### config.mk
export PLATFORM = sky130hd
export DESIGN_NAME = multicycle_sequencer
export DESIGN_NICKNAME = d
export VERILOG_FILES = /design/src/rtl/multicycle_sequencer.sv
export SDC_FILE = /design/constraint.sdc
export NUM_CORES = 1
export LEC_CHECK = 0
export ABC_AREA = 1
export CAP_MARGIN = 10
export CORE_MARGIN = 2
export CORE_UTILIZATION = 48
export CTS_CLUSTER_DIAMETER = 200
export DETAILED_ROUTE_END_ITERATION = 8
export GPL_TIMING_DRIVEN = 0
export PLACE_DENSITY_LB_ADDON = 0.08
export SYNTH_ARGS = -nofsm -noshare
export SYNTH_HDL_FRONTEND = slang
export SYNTH_SLANG_ARGS = --single-unit
export TNS_END_PERCENT = 50
### constraint.sdc
create_clock -name clk -period 1.68 [get_ports clk]
set_input_delay 0.336 -clock clk [delete_from_list [all_inputs] [get_ports clk]]
set_output_delay 0.336 -clock clk [all_outputs]
set_load 0.02 [all_outputs]
### src/rtl/multicycle_sequencer.sv
// Multicycle control sequencer: steps each instruction through FETCH/DECODE/EXEC/MEM/WB,
// drives datapath strobes combinationally, counts retired instructions and traps faults.
module multicycle_sequencer #(
    parameter int unsigned MEM_TIMEOUT = 16
) (
    input  logic        clk,
    input  logic        reset,
    input  logic        run,
    input  logic [31:0] instruction,
    input  logic        alu_zero,
    input  logic        mem_ready,
    output logic [2:0]  state,
    output logic        mem_req,
    output logic        mem_we,
    output logic        mem_addr_sel,
    output logic        ir_write,
    output logic        pc_write,
    output logic [1:0]  pc_src,
    output logic        reg_write,
    output logic        wb_sel,
    output logic        fault,
    output logic [1:0]  fault_code,
    output logic [31:0] retired
);

    localparam logic [5:0] OPCODE_RTYPE = 6'h00;
    localparam logic [5:0] OPCODE_J     = 6'h02;
    localparam logic [5:0] OPCODE_BEQ   = 6'h04;
    localparam logic [5:0] OPCODE_ADDI  = 6'h08;
    localparam logic [5:0] OPCODE_ANDI  = 6'h0C;
    localparam logic [5:0] OPCODE_ORI   = 6'h0D;
    localparam logic [5:0] OPCODE_LW    = 6'h23;
    localparam logic [5:0] OPCODE_SW    = 6'h2B;

    localparam logic [7:0] WAIT_LIMIT = 8'(MEM_TIMEOUT - 1);

    typedef enum logic [2:0] {
        ST_IDLE   = 3'd0,
        ST_FETCH  = 3'd1,
        ST_DECODE = 3'd2,
        ST_EXEC   = 3'd3,
        ST_MEM    = 3'd4,
        ST_WB     = 3'd5,
        ST_FAULT  = 3'd7
    } state_t;

    typedef enum logic [1:0] {
        FC_NONE        = 2'd0,
        FC_MEM_TIMEOUT = 2'd1,
        FC_BAD_OPCODE  = 2'd2
    } fault_code_t;

    typedef enum logic [1:0] {
        PC_SEQ    = 2'd0,
        PC_BRANCH = 2'd1,
        PC_JUMP   = 2'd2
    } pc_src_t;

    typedef struct packed {
        logic supported;
        logic jump;
        logic branch;
        logic load;
        logic store;
        logic alu;
    } op_class_t;

    function automatic op_class_t classify(input logic [5:0] opcode);
        op_class_t c;
        c = '0;
        case (opcode)
            OPCODE_RTYPE, OPCODE_ADDI, OPCODE_ANDI, OPCODE_ORI: c.alu = 1'b1;
            OPCODE_LW:  c.load   = 1'b1;
            OPCODE_SW:  c.store  = 1'b1;
            OPCODE_BEQ: c.branch = 1'b1;
            OPCODE_J:   c.jump   = 1'b1;
            default: ;
        endcase
        c.supported = c.alu | c.load | c.store | c.branch | c.jump;
        return c;
    endfunction

    state_t      state_q;
    fault_code_t fault_code_q;
    logic        fault_q;
    logic [31:0] retired_q;
    logic [7:0]  wait_cnt;

    op_class_t op;
    state_t    boundary_state;
    pc_src_t   pc_sel;
    logic      mem_phase;
    logic      timed_out;
    logic      retire;

    // Only the opcode field steers sequencing; operand fields belong to the datapath.
    logic unused_instr_fields;
    assign unused_instr_fields = ^instruction[25:0];

    assign op             = classify(instruction[31:26]);
    assign boundary_state = run ? ST_FETCH : ST_IDLE;
    assign mem_phase      = (state_q == ST_FETCH) || (state_q == ST_MEM);
    assign timed_out      = mem_phase && !mem_ready && (wait_cnt == WAIT_LIMIT);
    assign retire         = ((state_q == ST_EXEC) && (op.jump || op.branch))
                         || ((state_q == ST_MEM) && mem_ready && op.store)
                         || (state_q == ST_WB);

    // NOTE: registered state uses non-blocking assignments so every flop samples
    // pre-edge values; blocking here would create order-dependent simulation.
    always_ff @(posedge clk) begin
        if (reset) begin
            state_q      <= ST_IDLE;
            fault_q      <= 1'b0;
            fault_code_q <= FC_NONE;
            retired_q    <= '0;
            wait_cnt     <= '0;
        end else begin
            if (retire) begin
                retired_q <= retired_q + 32'd1;
            end

            // Any cycle that is not a stalled memory cycle leaves the counter at zero,
            // so it is already clear on entry to FETCH or MEM.
            if (mem_phase && !mem_ready) begin
                wait_cnt <= wait_cnt + 8'd1;
            end else begin
                wait_cnt <= '0;
            end

            case (state_q)
                ST_IDLE: begin
                    if (run) state_q <= ST_FETCH;
                end
                ST_FETCH: begin
                    if (mem_ready) begin
                        state_q <= ST_DECODE;
                    end else if (timed_out) begin
                        state_q      <= ST_FAULT;
                        fault_q      <= 1'b1;
                        fault_code_q <= FC_MEM_TIMEOUT;
                    end
                end
                ST_DECODE: begin
                    if (op.supported) begin
                        state_q <= ST_EXEC;
                    end else begin
                        state_q      <= ST_FAULT;
                        fault_q      <= 1'b1;
                        fault_code_q <= FC_BAD_OPCODE;
                    end
                end
                ST_EXEC: begin
                    if (op.jump || op.branch) begin
                        state_q <= boundary_state;
                    end else if (op.load || op.store) begin
                        state_q <= ST_MEM;
                    end else if (op.alu) begin
                        state_q <= ST_WB;
                    end else begin
                        // Instruction register changed under us after DECODE.
                        state_q      <= ST_FAULT;
                        fault_q      <= 1'b1;
                        fault_code_q <= FC_BAD_OPCODE;
                    end
                end
                ST_MEM: begin
                    if (mem_ready) begin
                        state_q <= op.store ? boundary_state : ST_WB;
                    end else if (timed_out) begin
                        state_q      <= ST_FAULT;
                        fault_q      <= 1'b1;
                        fault_code_q <= FC_MEM_TIMEOUT;
                    end
                end
                ST_WB: begin
                    state_q <= boundary_state;
                end
                ST_FAULT: ;
                default: state_q <= ST_IDLE;
            endcase
        end
    end

    // NOTE: every strobe gets its default before the case, so no path through
    // this block leaves an output unassigned and no latch is inferred.
    always_comb begin
        mem_req      = 1'b0;
        mem_we       = 1'b0;
        mem_addr_sel = 1'b0;
        ir_write     = 1'b0;
        pc_write     = 1'b0;
        pc_sel       = PC_SEQ;
        reg_write    = 1'b0;
        wb_sel       = 1'b0;
        case (state_q)
            ST_FETCH: begin
                mem_req = 1'b1;
                if (mem_ready) begin
                    ir_write = 1'b1;
                    pc_write = 1'b1;
                end
            end
            ST_EXEC: begin
                if (op.jump) begin
                    pc_write = 1'b1;
                    pc_sel   = PC_JUMP;
                end else if (op.branch) begin
                    pc_write = alu_zero;
                    pc_sel   = PC_BRANCH;
                end
            end
            ST_MEM: begin
                mem_req      = 1'b1;
                mem_addr_sel = 1'b1;
                mem_we       = op.store;
            end
            ST_WB: begin
                reg_write = 1'b1;
                wb_sel    = op.load;
            end
            default: ;
        endcase
    end

    assign state      = state_q;
    assign pc_src     = pc_sel;
    assign fault      = fault_q;
    assign fault_code = fault_code_q;
    assign retired    = retired_q;

endmodule

==> results.py <==
metrics = {
    "grt": {
        "grt_antenna_before_repair": 0,
        "overflow": 0,
        "grt_util_all_layers_pct": 25.20,
        "grt_pass1_vias": 2888,
        "grt_first_pass_wirelength_um": 12880,
        "grt_start_max_net_pins": 18,
    },
    "finish": {
        "diodes": 0,
        "drive_above_1_share_pct": 17.45,
        "final_area_mm2": 0.003777,
        "nNetsFinal": 571,
        "area_delta_synth_final_pct": 33.58,
    },
    "power": {
        "power_w": 0.002733,
        "intPower_w": 0.001756,
        "ir_drop_uv": 657.6,
        "pwr-share-comb_pct": 27.6,
        "p_clk_share_pct": 27.9,
        "seqPwrFrac_pct": 44.5,
        "switching_share_pct": 35.73,
        "switchingPower_w": 0.0009763,
        "powerDensity_mw_per_mm2": 723.4,
        "p_leak_nw": 1.669,
    },
    "critical_path": {
        "max_stage_delay_ns": 0.40,
        "crit_chain": "inv_4, nand2_2, nor2_4, inv_2, nor2_2, a211o_1, buf_6",
        "crit_path_start_kind": "flop",
        "crit_fanout": 4,
        "critPathSlowestCell": "dfxtp_4",
        "end_kind": "output pin",
        "reg2reg_to": "retired[21]",
        "critPathArrivalTime_ns": 1.36,
        "path_class": "flop to output pin",
        "required_ns": 1.34,
        "r2r_slack_ns": 0.11,
        "rr_worst_depth": 9,
        "r2r_start": "retired[8]",
    },
    "clock_network": {
        "ctsRootBufferMaster": "clkbuf_8",
        "cts_tree": "yes",
        "hold_buffers": 0,
        "numCtsBuffers": 5,
        "clk_path_buf_depth": 2,
        "clk_pin_slew_ns": 0.10,
        "htreeDepth": 2,
        "cts_num_sinks": 46,
        "clock_latency_ns": 0.31,
    },
    "routing": {
        "wl_per_cell_um": 12.80,
        "ant_nets": 0,
        "wl_um": 7744,
        "dr.first_iter.drc_count": 149,
        "first_pass_iters": 5,
        "drcViolationCount": 0,
        "vias": 3131,
        "vias_per_cell": 5.175,
    },
    "synthesis": {
        "synth_area_leaders": "dfxtp_1 (33%), nand2_1 (20%), nor2_1 (9.0%)",
        "yosysTopAreaCell": "dfxtp_1",
        "yosys_warnings": 0,
        "synth_cells": 462,
        "synth_cell_types": 35,
        "synth_area_mm2": 0.002828,
        "syn_avg_cell_area_um2": 6.121,
        "ys.flop_type": "dfxtp_1",
        "synth_edf_count": 0,
        "synthArstFlopShare_pct": 0,
        "synth-seq-area-share_pct": 32.57,
        "syn_nets": 501,
        "ys_ff_latch": 46,
        "synth_top_area_share_pct": 32.57,
    },
    "outcome": {
        "violations": "setup timing",
        "status": "finished, violations left",
    },
    "die": {
        "start_util_pct": 50.42,
        "die_h_um": 80.76,
        "design.die.area_mm2": 0.006521,
        "core_mm2": 0.005608,
        "num_rows": 27,
        "io_pins": 84,
        "chipWidth_um": 80.76,
    },
    "worst_hold_path": {
        "min_path_cells": 1,
        "hp-class": "flop to flop",
        "hp-start": "wait_cnt[0]",
        "whs_endpoint": "wait_cnt[0]",
    },
    "timing": {
        "grt_setup_unrepaired": "yes",
        "slew_violations": 0,
        "worst_slack_ns": -0.01856,
        "fmax_ghz": 0.5887,
        "fin_crit_sh_pct": 101.1,
        "tightest_slew_ns": 0.5710,
        "slew_headroom_pct": 61.94,
        "skew_ns": 0.01319,
        "setup_viol": 2,
        "finalHoldViolCount": 0,
        "period_needed_ns": 1.699,
        "worst_hold_slack_ns": 0.4555,
    },
    "job": {
        "maxCapViolations": 0,
    },
    "place": {
        "io_buffer_count": 56,
        "place.gp.congestion": 0.9510,
        "place_hpwl_um": 5793,
        "placed_area_mm2": 0.003496,
    },
}
cells in the mapped netlist, drive strengths merged, types with 2 or more instances:
cell type and number:
a21oi 34, and3 2, buf 6, clkbuf 3
dfxtp 46, ha 2, inv 56, nand2 150
nand3 34, nand3b 4, nand4 9, nor2 73
nor3 20, nor3b 2, o21ai 7, xor2 6
flip-flops by register name, indices dropped and copies added (netlist names):
name,cells
state,3
fault_code,2
retired,32
fault,1
wait_cnt,8
repair_timing:
action / 4_1_cts / 5_1_grt
pin swaps: 5 / 5
setup buffers: 2 / 5
resized for setup: 88 / 43
endpoints found under the setup margin: 64 / 36
kinds of logic (layout without fill, tap and decap cells):
kind of cell             Yosys count  in the layout  share of synthesized area (%)
adder cells (fa/ha/maj)            2              2                         0.8848
AND/OR/NAND/NOR                  297            297                          46.42
buffers and inverters             65            136                          9.601
AO/OA/AOI/OAI                     45             45                          8.363
flip-flops                        46             46                          32.57
XOR/XNOR                           7              7                          2.168
how the worst max path moves through the flow:
stage / start / to / slack [ns] / depth (start not counted)
finish: state[2] / pc_write / -0.02 / 7
global route: state[2] / mem_we / -0.09 / 5
CTS: state[0] / pc_write / -0.08 / 6
detailed placement: instruction[28] / pc_write / -0.74 / 7
global placement: instruction[28] / pc_write / -0.71 / 7
floorplan: retired[1] / retired[22] / -0.01 / 8
layer usage:
metal	global-route usage (%)	vias to the layer above	wire length (µm)
met2	46.50	81	3805
met4	6.949	0	131
met3	3.889	12	415
met1	30.29	1420	3391
met5	0	-	0
li1	-	1618	-
cells in the final DEF (no fill, tap or decap), types with 2 or more instances in the layout:
cell type	instances
a21oi_1	34
and3_1	2
buf_2	4
buf_4	14
clkbuf_1	3
clkbuf_8	5
clkdlybuf4s50_1	13
dfxtp_1	35
dfxtp_2	8
dfxtp_4	3
dlygate4sd2_1	29
dlymetal6s2s_1	4
inv_1	49
inv_2	4
inv_4	3
nand2_1	144
nand2_2	5
nand3_1	25
nand3_2	8
nand3b_1	4
nand4_1	8
nor2_1	55
nor2_2	10
nor2_4	8
nor3_1	12
nor3_2	6
nor3_4	2
nor3b_1	2
o21ai_0	5
o21ai_1	2
xor2_1	6
worst max-delay path: cells and delay by family, from the launching register on:
kind / cells / cell delay, ns
AO/OA/AOI/OAI: 1 / 0.26
buffers and inverters: 3 / 0.24
flip-flops: 1 / 0.40
AND/OR/NAND/NOR: 3 / 0.15
through the flow:
| stage | util [%] | std cells | TNS [ns] | setup slack, ns |
|---|---|---|---|---|
| finish | 67.36 | 605 | -0.03152 | -0.01856 |
| global route | 67.36 | 605 | -0.1779 | -0.08850 |
| CTS | 64.35 | 600 | -0.1451 | -0.08387 |
| detailed placement | 62.34 | 590 | -19.32 | -0.7430 |
| global placement | 62.34 | 590 | -18.50 | -0.7112 |
| floorplan | - | 462 | -0.01868 | -0.01387 |
power groups by stage:
| stage | Clock [W] | Sequential, W | Combinational, W |
|---|---|---|---|
| 4_1_cts | 0.000776 | 0.00121 | 0.000697 |
| 5_1_grt | 0.000808 | 0.00122 | 0.000836 |
| 3_5_place_dp | 0 | 0.00122 | 0.000686 |
| 2_1_floorplan | 0 | 0.00126 | 0.000392 |
| 3_3_place_gp | 0 | 0.00122 | 0.000686 |
| 6_report | 0.000762 | 0.00121 | 0.000755 |
area by class of cell:
class / instances / area, µm²
inverter: 56 / 217.7
clock inverter: 3 / 28.78
buffer: 9 / 61.31
tap: 72 / 90.09
fill: 550 / 1831
sequential: 46 / 942.2
timing repair buffer: 63 / 561.8
clock buffer: 5 / 68.82
multi-input combinational: 351 / 1807
Power figures use the tool's default switching activity.
